$ cat config.mk
export PLATFORM = sky130hd
export DESIGN_NAME = in_wrapper_flat
export DESIGN_NICKNAME = d
export VERILOG_FILES = /design/src/rtl/in_wrapper_pkg.sv /design/src/rtl/in_wrapper_if.sv /design/src/rtl/in_wrapper_cu.sv /design/src/rtl/in_wrapper.sv /design/src/flat_wrapper.sv
export SDC_FILE = /design/constraint.sdc
export NUM_CORES = 1
export LEC_CHECK = 0
export BUFFER_PORTS_ARGS = -buffer_cell sky130_fd_sc_hd__buf_2
export CAP_MARGIN = 20
export CORE_MARGIN = 10
export CORE_UTILIZATION = 40
export DETAILED_ROUTE_END_ITERATION = 10
export PLACE_DENSITY = 0.75
export REMOVE_ABC_BUFFERS = 1
export SYNTH_ARGS = -nofsm -noshare
export SYNTH_HDL_FRONTEND = slang
export SYNTH_HIERARCHICAL = 1
export SYNTH_SLANG_ARGS = --single-unit
$ cat constraint.sdc
create_clock -name clk -period 6.5 [get_ports clk]
set_clock_uncertainty 0.05 [all_clocks]
set_input_delay 1.3 -clock clk [delete_from_list [all_inputs] [get_ports clk]]
set_output_delay 1.3 -clock clk [all_outputs]
set_load 0.1 [all_outputs]
$ cat src/rtl/in_wrapper_pkg.sv
// Shared definitions for the FP-core input wrapper.
//   WIDTH_DEF : default operand/bus width (IEEE-754 binary32)
//   state_t   : 3-bit controller state encoding
package in_wrapper_pkg;

  localparam int unsigned WIDTH_DEF = 32;

  typedef enum logic [2:0] {
    IDLE_A    = 3'd0,
    LOAD_A    = 3'd1,
    ACK_A     = 3'd2,
    WAIT_B    = 3'd3,
    LOAD_B    = 3'd4,
    ACK_B     = 3'd5,
    START     = 3'd6,
    WAIT_DONE = 3'd7
  } state_t;

endpackage

$ cat src/rtl/in_wrapper_if.sv
// Producer-side four-phase handshake bundle for the FP-core input wrapper.
//   inBus      : operand word, valid and stable while inReady=1
//   inReady    : producer has a word on inBus (level)
//   inAccepted : wrapper captured the word; held until inReady falls
// Modports: master = producer, slave = wrapper.
interface in_wrapper_if
  import in_wrapper_pkg::*;
#(
  parameter int unsigned WIDTH = WIDTH_DEF
);

  logic [WIDTH-1:0] inBus;
  logic             inReady;
  logic             inAccepted;

  modport master (output inBus, output inReady, input inAccepted);
  modport slave  (input inBus, input inReady, output inAccepted);

endinterface

$ cat src/rtl/in_wrapper_cu.sv
// Moore controller for the input wrapper: sequences capture of operand A,
// then operand B, issues a single start pulse and waits for the core.
//   clk, rst       : clock, asynchronous active-high reset
//   i_inReady      : producer word-valid level
//   i_doneFP       : core finished (only looked at in WAIT_DONE)
//   o_loadA/o_loadB: operand register load strobes
//   o_inAccepted   : handshake acknowledge
//   o_startFP      : one-cycle start pulse to the core
//   o_busy         : operation in progress
module in_wrapper_cu
  import in_wrapper_pkg::*;
(
  input  logic clk,
  input  logic rst,
  input  logic i_inReady,
  input  logic i_doneFP,
  output logic o_loadA,
  output logic o_loadB,
  output logic o_inAccepted,
  output logic o_startFP,
  output logic o_busy
);

  state_t r_state;
  state_t w_next;

  always_ff @(posedge clk or posedge rst) begin
    if (rst) r_state <= IDLE_A;
    else     r_state <= w_next;
  end

  // Outputs depend on state only, so every control output is glitch-free
  // with respect to producer and core inputs.
  always_comb begin
    w_next       = r_state;
    o_loadA      = 1'b0;
    o_loadB      = 1'b0;
    o_inAccepted = 1'b0;
    o_startFP    = 1'b0;
    o_busy       = 1'b0;
    unique case (r_state)
      IDLE_A: begin
        if (i_inReady) w_next = LOAD_A;
      end
      LOAD_A: begin
        o_loadA = 1'b1;
        o_busy  = 1'b1;
        w_next  = ACK_A;
      end
      ACK_A: begin
        o_inAccepted = 1'b1;
        o_busy       = 1'b1;
        if (!i_inReady) w_next = WAIT_B;
      end
      WAIT_B: begin
        o_busy = 1'b1;
        if (i_inReady) w_next = LOAD_B;
      end
      LOAD_B: begin
        o_loadB = 1'b1;
        o_busy  = 1'b1;
        w_next  = ACK_B;
      end
      ACK_B: begin
        o_inAccepted = 1'b1;
        o_busy       = 1'b1;
        if (!i_inReady) w_next = START;
      end
      // doneFP is deliberately ignored here: a level left over from the
      // previous operation must not short-circuit the new one.
      START: begin
        o_startFP = 1'b1;
        o_busy    = 1'b1;
        w_next    = WAIT_DONE;
      end
      WAIT_DONE: begin
        o_busy = 1'b1;
        if (i_doneFP) w_next = IDLE_A;
      end
      default: w_next = IDLE_A;
    endcase
  end

endmodule

$ cat src/rtl/in_wrapper.sv
// Input-side wrapper for the IEEE-754 single-precision FP core. Collects
// operand A then operand B from a shared bus via a four-phase handshake,
// holds them stable, pulses startFP and blocks new operands until doneFP.
// Operands are passed through bit-exact (no FP interpretation).
//   clk, rst : clock, asynchronous active-high reset
//   bus      : producer handshake (inBus/inReady/inAccepted), slave side
//   doneFP   : core finished (level)
//   startFP  : one-cycle start pulse
//   opA, opB : registered operands
//   busy     : from first capture of A until doneFP accepted
module in_wrapper
  import in_wrapper_pkg::*;
#(
  parameter int unsigned WIDTH = WIDTH_DEF
) (
  input  logic             clk,
  input  logic             rst,
  in_wrapper_if.slave      bus,
  input  logic             doneFP,
  output logic             startFP,
  output logic [WIDTH-1:0] opA,
  output logic [WIDTH-1:0] opB,
  output logic             busy
);

  logic             w_loadA;
  logic             w_loadB;
  logic             w_inAccepted;
  logic [WIDTH-1:0] r_opA;
  logic [WIDTH-1:0] r_opB;

  in_wrapper_cu u_cu (
    .clk          (clk),
    .rst          (rst),
    .i_inReady    (bus.inReady),
    .i_doneFP     (doneFP),
    .o_loadA      (w_loadA),
    .o_loadB      (w_loadB),
    .o_inAccepted (w_inAccepted),
    .o_startFP    (startFP),
    .o_busy       (busy)
  );

  // Operands are cleared on reset so an aborted transfer leaves no
  // partial operand visible to the core.
  always_ff @(posedge clk or posedge rst) begin
    if (rst)          r_opA <= '0;
    else if (w_loadA) r_opA <= bus.inBus;
  end

  always_ff @(posedge clk or posedge rst) begin
    if (rst)          r_opB <= '0;
    else if (w_loadB) r_opB <= bus.inBus;
  end

  assign bus.inAccepted = w_inAccepted;
  assign opA            = r_opA;
  assign opB            = r_opB;

endmodule

$ cat src/flat_wrapper.sv
// flat-port wrapper written by rule: the top's interface ports become plain ports
module in_wrapper_flat import in_wrapper_pkg::*;
#(
  parameter int unsigned WIDTH = WIDTH_DEF
)
  (clk, rst, doneFP, startFP, opA, opB, busy, bus_inBus, bus_inReady, bus_inAccepted);
  in_wrapper_if #(.WIDTH(WIDTH)) bus_i ();
  input  logic clk;
  input  logic rst;
  input  logic doneFP;
  output logic startFP;
  output logic [WIDTH-1:0] opA;
  output logic [WIDTH-1:0] opB;
  output logic busy;
  input wire logic [$bits(bus_i.inBus)-1:0] bus_inBus;
  input wire logic [$bits(bus_i.inReady)-1:0] bus_inReady;
  output wire logic [$bits(bus_i.inAccepted)-1:0] bus_inAccepted;
  assign bus_i.inBus = bus_inBus;
  assign bus_i.inReady = bus_inReady;
  assign bus_inAccepted = bus_i.inAccepted;
  in_wrapper #(.WIDTH(WIDTH)) u_core (.clk(clk), .rst(rst), .bus(bus_i), .doneFP(doneFP), .startFP(startFP), .opA(opA), .opB(opB), .busy(busy));
endmodule
==> metrics.yaml, run 1 <==
critical_path:
  crit_arrival_ns: 1.64
  r2r-end: "u_core/opB[26]$_DFFE_PP0P_"
  max_stage_delay_ns: 0.52
  crit_end: "startFP"
  rr_worst_depth: 3
  required_ns: 5.15
  timing.rr.start: "u_core/u_cu/r_state[2]$_DFFE_PP0P_"
  crit_type: "flip-flop to output port"
  critPathMaxFanout: 9
  worstSetupStartpointType: "flip-flop"
  crit_chain: "inv_2, nor3b_1, buf_2"
  reg2reg_slack_ns: 4.78
  cp-startpoint: "u_core/u_cu/r_state[1]$_DFFE_PP0P_"
  worst_setup_path_end_kind: "output port"
  cpMaxStageDelayCell: "dfrtp_1"
grt:
  grt_pass1_wl_mm: 10.28
  antenna_found_initial: 0
  grt_max_degree: 34
  globalRouteTotalUtil: 0.1139
  grt_pass1_vias: 1987
  grt-ovfl-total: 0
finish:
  nNetsFinal: 304
  area_growth_syn_to_layout_pct: 24.60
  fin_util: 0.5051
  diodes: 0
  drive_above_1_share: 0.7033
cts:
  cts-resized-gates: 0
  htreeDepth: 3
  cts_hold_buf: 0
  clockBufferDepth: 2
  cts_tree: "built"
  clkSinkCount: 67
  cts_made_buffers: 9
  cts_setup_buffers: 0
  root_buffer: "clkbuf_8"
  clk_pin_slew_ns: 0.07
  clock_latency_ns: 0.33
die:
  design.die.area_um2: 11080
  coreArea_um2: 7176
  rows: 31
  die_w_um: 105.3
  initial_core_util: 0.4054
  die_h_um: 105.3
  io_pins: 103
timing:
  final_hold_viol_count: 0
  worst_pin_slew_ns: 0.6701
  fin_crit_ns: 2.985
  max_freq_mhz: 335.0
  relSlewSlack: 0.5526
  post-route-period-util: 0.4593
  slew_viol_final: 0
  finalSetupTns_ns: 0
  rsz0062_at_grt: "false"
  finalSetupViolCount: 0
drt:
  drtIter0Drc: 41
  via_count: 1717
  wire_per_inst_um: 16.77
  drc_errors: 0
  drt_first_pass_iters: 3
  ant_nets: 0
  viasPerCell: 4.616
  wirelength_mm: 6.239
logic_synthesis:
  netlist_top_cells_count: "dfrtp_1 (67), mux2_4 (61), buf_12 (6)"
  ys_ff_latch: 67
  syn_area_um2: 2909
  synth_top_area_frac: 0.5763
  synth-main-ff-cell: "dfrtp_1"
  syn-instance-count: 161
  syn_avg_cell_area_um2: 18.07
  synth_area_leader_cell: "dfrtp_1"
  synth_area_leaders: "dfrtp_1 (58%), mux2_4 (31%), buf_12 (4.1%), mux2_2 (1.5%), buf_6 (0.77%)"
  synth-warning-count: 6
  synth_edf_count: 0
  synth_cell_types: 19
  yosysMostFrequentCell: "dfrtp_1"
  synth-seq-area-share: 0.5763
  postSynth.asyncResetShare: 1.000
place:
  hpwl_mm: 4.624
  gp_congestion: 0.6898
  port_buffers: 102
hold_path:
  holdPathStages: 1
  worst_hold_path_type: "flip-flop to flip-flop"
run:
  maxCapViolations: 0
status:
  status: "finished, final reports clean"
area by class of cell:
cell class | instances | area (µm²)
fill | 651 | 3551
inverter | 3 | 11.26
clock inverter | 5 | 52.55
timing repair buffer | 107 | 548.0
clock buffer | 11 | 141.4
sequential | 67 | 1677
tap | 99 | 123.9
multi-input combinational | 80 | 1071
cell usage in the layout (no fill, tap or decap):
master      count
a21oi_1         2
a31oi_1         2
a41oi_1         1
buf_2         102
buf_4           5
bufinv_16       1
clkbuf_1        1
clkbuf_8       10
clkinv_2        3
clkinvlp_4      1
dfrtp_1        67
inv_1           1
inv_2           2
mux2_2          4
mux2_4         61
nand2_1         1
nand2b_1        1
nand3_1         2
nor3b_1         1
nor3b_2         2
o21ai_0         1
o221ai_2        1
or3_1           1
state kept, by name, summed over array words and instances (netlist names):
register,cells
u_core/opA,32
u_core/opB,32
u_core/u_cu/r_state,3
stage by stage:
step / setup WS, ns / hold WS, ns / std cells / cell area (µm²)
floorplan: 1.605 / 0.5380 / 150 / 2749
global placement: 3.891 / 0.4365 / 356 / 3431
detailed placement: 3.853 / 0.4372 / 356 / 3431
CTS: 3.475 / 0.4584 / 372 / 3625
global route: 3.386 / 0.4691 / 372 / 3625
finish: 3.515 / 0.4568 / 372 / 3625
kinds of logic (layout without fill, tap and decap cells):
family	after synthesis	in the layout	synth area share
buf+inv	14	126	0.05893
simple gates	8	8	0.01678
compound gates	7	7	0.01763
flops	67	67	0.5763
mux	65	65	0.3303
worst max-delay path: cells and delay by family (launching register included):
| kind | cells | cell delay [ns] |
|---|---|---|
| buffers and inverters | 2 | 0.57 |
| DFF | 1 | 0.52 |
| and+or+nand+nor | 1 | 0.20 |
how the worst min path moves through the flow:
stage | from | endpoint | slack [ns]
floorplan | u_core/u_cu/r_state[1]$_DFFE_PP0P_ | u_core/u_cu/r_state[1]$_DFFE_PP0P_ | 0.54
global placement | u_core/opB[6]$_DFFE_PP0P_ | u_core/opB[6]$_DFFE_PP0P_ | 0.44
detailed placement | u_core/opA[17]$_DFFE_PP0P_ | u_core/opA[17]$_DFFE_PP0P_ | 0.44
CTS | u_core/opA[20]$_DFFE_PP0P_ | u_core/opA[20]$_DFFE_PP0P_ | 0.46
global route | u_core/opB[4]$_DFFE_PP0P_ | u_core/opB[4]$_DFFE_PP0P_ | 0.47
finish | u_core/opA[29]$_DFFE_PP0P_ | u_core/opA[29]$_DFFE_PP0P_ | 0.46
metal layers:
layer / wire length, µm / up-vias / GRT usage
li1: - / 778 / -
met1: 2676 / 869 / 0.1338
met2: 2978 / 65 / 0.1747
met3: 535 / 5 / 0.05664
met4: 47 / 0 / 0.04412
met5: 0 / - / 0
Power of run 1 is not shown: default switching activity piles up to over one toggle a cycle in this logic, so the estimate is an artifact.
==> inputs of run 2 (changes only) <==
- PLACE_DENSITY: 0.75 -> 0.78
- clock period: 6.5 -> 2.5 ns (I/O delays scaled with it)
==> run 2 against run 1 <==
  * Utilization increased by 0.66 points
  * Die area unchanged
  * Sequential share of layout area decreased by 0.60 points
  * Highest routed layer unchanged
  * Cell count increased by 0.27%
  * Routed wire length increased by 1.9%
  * Via count decreased by 1.1%
  * First-iteration DRC count increased by 24%
  * Hold slack got worse by 0.097 ns
  * Count of clock-buffer cells in the layout increased by 1
  * Setup slack got worse by 3.2 ns
  * Critical path depth unchanged
  * Largest cell class unchanged
  * Critical path type unchanged
==> metrics.yaml, run 2 (synthesis results as in run 1) <==
critical_path:
  critPathMaxFanout: 12  # +3
  reg2reg_slack_ns: 0.80  # -3.98 ns
  rr_worst_depth: 3  # unchanged
  worstSetupStartpointType: "flip-flop"
  cp-startpoint: "u_core/u_cu/r_state[2]$_DFFE_PP0P_"
  timing.rr.start: "u_core/u_cu/r_state[0]$_DFFE_PP0P_"
  required_ns: 1.95  # -3.20 ns
  crit_arrival_ns: 1.61  # -0.03 ns
  r2r-end: "u_core/opA[29]$_DFFE_PP0P_"
  crit_type: "flip-flop to output port"
  worst_setup_path_end_kind: "output port"
run:
  maxCapViolations: 0  # unchanged
timing:
  setup_ws_ns: 0.3444  # -3.170 ns
  finalSetupViolCount: 0  # unchanged
  worst_pin_slew_ns: 0.6629  # -0.007281 ns
  rsz0062_at_grt: "false"
  relSlewSlack: 0.5575  # +0.004861
  finalSetupTns_ns: 0  # unchanged
  final_hold_viol_count: 0  # unchanged
  fin_crit_ns: 2.156
  slew_viol_final: 0  # unchanged
  post-route-period-util: 0.8623
  max_freq_mhz: 463.9
drt:
  drtIter0Drc: 51  # +24%
  wl_met2_mm: 3.146  # +5.6%
  via_count: 1698  # -1.1%
  wire_per_inst_um: 17.05  # +1.6%
  viasPerCell: 4.552  # -1.4%
  ant_nets: 0  # unchanged
  wl_met3_um: 530  # -0.93%
  drt_first_pass_iters: 4  # +1
  drc_errors: 0  # unchanged
  wirelength_mm: 6.358  # +1.9%
  top_layer_used: "met4"
  wl_met1_mm: 2.586  # -3.4%
finish:
  layout_commonest_cell: "buf_2"
  area_growth_syn_to_layout_pct: 26.24
  nNetsFinal: 305  # +0.33%
  diodes: 0  # unchanged
  drive_above_1_share: 0.6971  # -0.006216
  mostFrequentLayoutCells: "buf_2 (102), dfrtp_1 (67), mux2_4 (61)"
  fin_util: 0.5118  # +0.006626
die:
  coreArea_um2: 7176  # unchanged
  die_h_um: 105.3  # unchanged
  die_w_um: 105.3  # unchanged
  io_pins: 103  # unchanged
  rows: 31  # unchanged
  initial_core_util: 0.4054  # unchanged
  design.die.area_um2: 11080  # unchanged
cts:
  clockBufferDepth: 2  # unchanged
  clock_latency_ns: 0.33  # about the same
  cts_tree: "built"
  htreeDepth: 3  # unchanged
  clk_pin_slew_ns: 0.07  # about the same
  cts-resized-gates: 0  # unchanged
  clkSinkCount: 67  # unchanged
  root_buffer: "clkbuf_8"
  cts_made_buffers: 9  # unchanged
hold_path:
  worst_hold_path_type: "input pin to flip-flop"
  hp-start: "bus_inBus[24]"
  hold_path_end: "u_core/opB[24]$_DFFE_PP0P_"
  holdPathStages: 2  # +1
place:
  gp_congestion: 0.7062  # +2.4%
  port_buffers: 102  # unchanged
  hpwl_mm: 4.748  # +2.7%
  pre_cts_slack_ns: 0.6929  # -3.160 ns
grt:
  grt_max_degree: 36  # +5.9%
  globalRouteTotalUtil: 0.1174  # +0.003571
  grt-ovfl-total: 0  # unchanged
  grt_pass1_wl_mm: 10.38  # +0.93%
  grt_pass1_vias: 1956  # -1.6%
  antenna_found_initial: 0  # unchanged
status:
  status: "finished, final reports clean"
[run 2: cell count changes in the layout (fill, tap and decap cells not counted), sizes merged]
cell	change
clkinvlp	-1
clkinv	-1
clkbuf	+1
dlygate4sd3	+1
bufinv	+1
[run 2: what timing repair did]
action                    CTS  global route
setup buffers               0             0
hold buffers                1             0
hold endpoints to repair    3             0
[run 2: how the worst max path moves through the flow]
| stage | end | cells after the start |
|---|---|---|
| 5_1_grt | startFP | 3 |
| 3_5_place_dp | bus_inAccepted | 3 |
| 3_3_place_gp | bus_inAccepted | 3 |
| 4_1_cts | bus_inAccepted | 3 |
| 6_report | bus_inAccepted | 3 |
| 2_1_floorplan | u_core/opB[26]$_DFFE_PP0P_ | 2 |
[run 2: final cells by class]
cell class / count / area [µm²]
fill: 631 / 3503
sequential: 67 / 1677
multi-input combinational: 80 / 1071
timing repair buffer: 108 / 570.5
clock buffer: 12 / 145.1
tap: 99 / 123.9
clock inverter: 4 / 73.82
inverter: 3 / 11.26
[run 2: routing by layer]
layer | vias up | GRT usage
met5 | - | 0
met4 | 0 | 0.05294
met3 | 11 | 0.05481
met2 | 60 | 0.1893
met1 | 847 | 0.1297
li1 | 780 | -
[run 2: worst max-delay path, cell delays in order, from the launching register on]
cell	delay, ns
dfrtp_1	0.51
nand2b_1	0.20
o21ai_0	0.13
buf_2	0.44
[run 2: per-stage QoR]
step	instance area, µm²	std cells	hold WS [ns]
floorplan	2749	150	0.2036
CTS	3672	373	0.3396
detailed placement	3443	356	0.3412
finish	3672	373	0.3600
global placement	3443	356	0.3437
global route	3672	373	0.3268
Power of run 2 is left out for the same reason.
==> inputs of run 3 (changes only) <==
- CORE_MARGIN: 10 -> not set
==> run 3 against run 2 <==
  * Hold slack better by 0.0023 ns
  * Cell count down 0.80%
  * Global-route usage up 2.8 points
  * Non-clock buffer count unchanged
  * Maximum frequency up 0.19%
  * Utilization up 1.6 points
  * Die area down 31%
  * Highest routed layer unchanged
==> metrics.yaml, run 3 (synthesis results as in run 1) <==
cts:
  cts_made_buffers: 9  # unchanged
  clockBufferDepth: 2  # unchanged
  root_buffer: "clkbuf_8"
  clkSinkCount: 67  # unchanged
  clk_pin_slew_ns: 0.08  # about the same
  clock_latency_ns: 0.32  # about the same
  cts-resized-gates: 0  # unchanged
  cts_tree: "built"
  htreeDepth: 3  # unchanged
status:
  status: "finished, final reports clean"
critical_path:
  rr_worst_depth: 3  # unchanged
  required_ns: 1.95  # about the same
  max_stage_delay_ns: 0.50  # about the same
  timing.rr.start: "u_core/u_cu/r_state[2]$_DFFE_PP0P_"
  cp_num_buf_inv: 1  # unchanged
  cpMaxStageDelayCell: "dfrtp_1"
  cpLargestDelayFamily: "flip-flops"
  crit_type: "flip-flop to output port"
  crit_chain: "nand2b_1, o21ai_0, buf_2"
  worstSetupStartpointType: "flip-flop"
  reg2reg_slack_ns: 0.79  # about the same
  crit_arrival_ns: 1.60  # about the same
  r2r-end: "u_core/opB[26]$_DFFE_PP0P_"
  worst_setup_path_end_kind: "output port"
  critPathMaxFanout: 12  # unchanged
hold_path:
  hp-start: "bus_inBus[13]"
  hold_path_end: "u_core/opA[13]$_DFFE_PP0P_"
  holdPathStages: 2  # unchanged
  worst_hold_path_type: "input pin to flip-flop"
drt:
  drc_errors: 0  # unchanged
  ant_nets: 0  # unchanged
  drtIter0Drc: 34  # -33%
  wirelength_mm: 5.264  # -17%
  wire_per_inst_um: 14.23  # -17%
  via_count: 1693  # -0.29%
  viasPerCell: 4.576  # +0.51%
  drt_first_pass_iters: 4  # unchanged
timing:
  worst_pin_slew_ns: 0.5840  # -0.07883 ns
  max_freq_mhz: 464.8  # +0.19%
  fin_crit_ns: 2.151  # -0.004127 ns
  finalSetupTns_ns: 0  # unchanged
  rsz0062_at_grt: "false"
  post-route-period-util: 0.8606  # -0.001651
  slew_viol_final: 0  # unchanged
  relSlewSlack: 0.6101  # +0.05263
  finalSetupViolCount: 0  # unchanged
  final_hold_viol_count: 0  # unchanged
grt:
  globalRouteTotalUtil: 0.1457  # +0.02828
  grt_pass1_vias: 1771  # -9.5%
  grt-ovfl-total: 0  # unchanged
  grt_pass1_wl_mm: 8.590  # -17%
  antenna_found_initial: 0  # unchanged
  grt_max_degree: 40  # +11%
die:
  rows: 30  # -3.2%
  io_pins: 103  # unchanged
  coreArea_um2: 6907  # -3.7%
  initial_core_util: 0.4212  # +0.01579
  die_h_um: 87.28  # -17%
  die_w_um: 87.28  # -17%
  design.die.area_um2: 7618  # -31%
place:
  postPlaceCellArea_um2: 3440  # -0.11%
  port_buffers: 102  # unchanged
  hpwl_mm: 3.730  # -21%
  gp_congestion: 0.7068  # about the same
  placed_cells: 353  # -0.84%
finish:
  area_growth_syn_to_layout_pct: 25.25
  drive_above_1_share: 0.7007  # +0.003650
  fin_area_um2: 3643  # -0.78%
  diodes: 0  # unchanged
  layout.cells.non_filler: 370  # -0.80%
  mostFrequentLayoutCells: "buf_2 (102), dfrtp_1 (67), mux2_4 (61)"
  layout_commonest_cell: "buf_2"
  nNetsFinal: 305  # unchanged
run:
  maxCapViolations: 0  # unchanged
run 3: cell types whose count changed in the layout (fill, tap and decap cells not counted):
cell	delta
clkinv_2	+1
clkbuf_1	-1
clkbuf_8	-1
bufinv_16	-1
clkinv_4	+2
run 3: area by class of cell:
| cell class | instances | area, µm² |
|---|---|---|
| clock buffers | 10 | 127.6 |
| well taps | 96 | 120.1 |
| inverters | 3 | 11.26 |
| fillers | 630 | 3263 |
| repair buffers | 108 | 570.5 |
| multi-input cells | 80 | 1071 |
| clock inverters | 6 | 66.31 |
| flip-flops and latches | 67 | 1677 |
run 3: layer usage:
metal  vias to the layer above  part of all wire  track usage
li1                        778                 -            -
met4                         0            0.0093      0.05812
met2                        68              0.45       0.2216
met1                       841              0.47       0.1995
met5                         -                 0            0
met3                         6             0.062      0.03602
run 3: worst max-delay path by stage:
| stage | slack (ns) | start | depth (start not counted) | endpoint |
|---|---|---|---|---|
| floorplan | -2.39 | u_core/u_cu/r_state[2]$_DFFE_PP0P_ | 2 | u_core/opB[26]$_DFFE_PP0P_ |
| global placement | 0.73 | u_core/u_cu/r_state[2]$_DFFE_PP0P_ | 3 | bus_inAccepted |
| detailed placement | 0.70 | u_core/u_cu/r_state[2]$_DFFE_PP0P_ | 3 | bus_inAccepted |
| CTS | 0.33 | u_core/u_cu/r_state[2]$_DFFE_PP0P_ | 3 | bus_inAccepted |
| global route | 0.19 | u_core/u_cu/r_state[2]$_DFFE_PP0P_ | 3 | bus_inAccepted |
| finish | 0.35 | u_core/u_cu/r_state[2]$_DFFE_PP0P_ | 3 | bus_inAccepted |
run 3: what timing repair did:
action,CTS,global route
hold endpoints to repair,3,0
buffers inserted,0,0
hold buffers,1,0
run 3: per-stage QoR:
| stage | setup slack, ns | util | hold slack, ns |
|---|---|---|---|
| 6_report | 0.3485 | 0.5275 | 0.3623 |
| 5_1_grt | 0.1897 | 0.5275 | 0.3469 |
| 4_1_cts | 0.3274 | 0.5275 | 0.3433 |
| 3_5_place_dp | 0.7001 | 0.4980 | 0.3412 |
| 3_3_place_gp | 0.7321 | 0.4980 | 0.3375 |
| 2_1_floorplan | -2.395 | - | 0.2036 |
Power of run 3 is left out for the same reason.
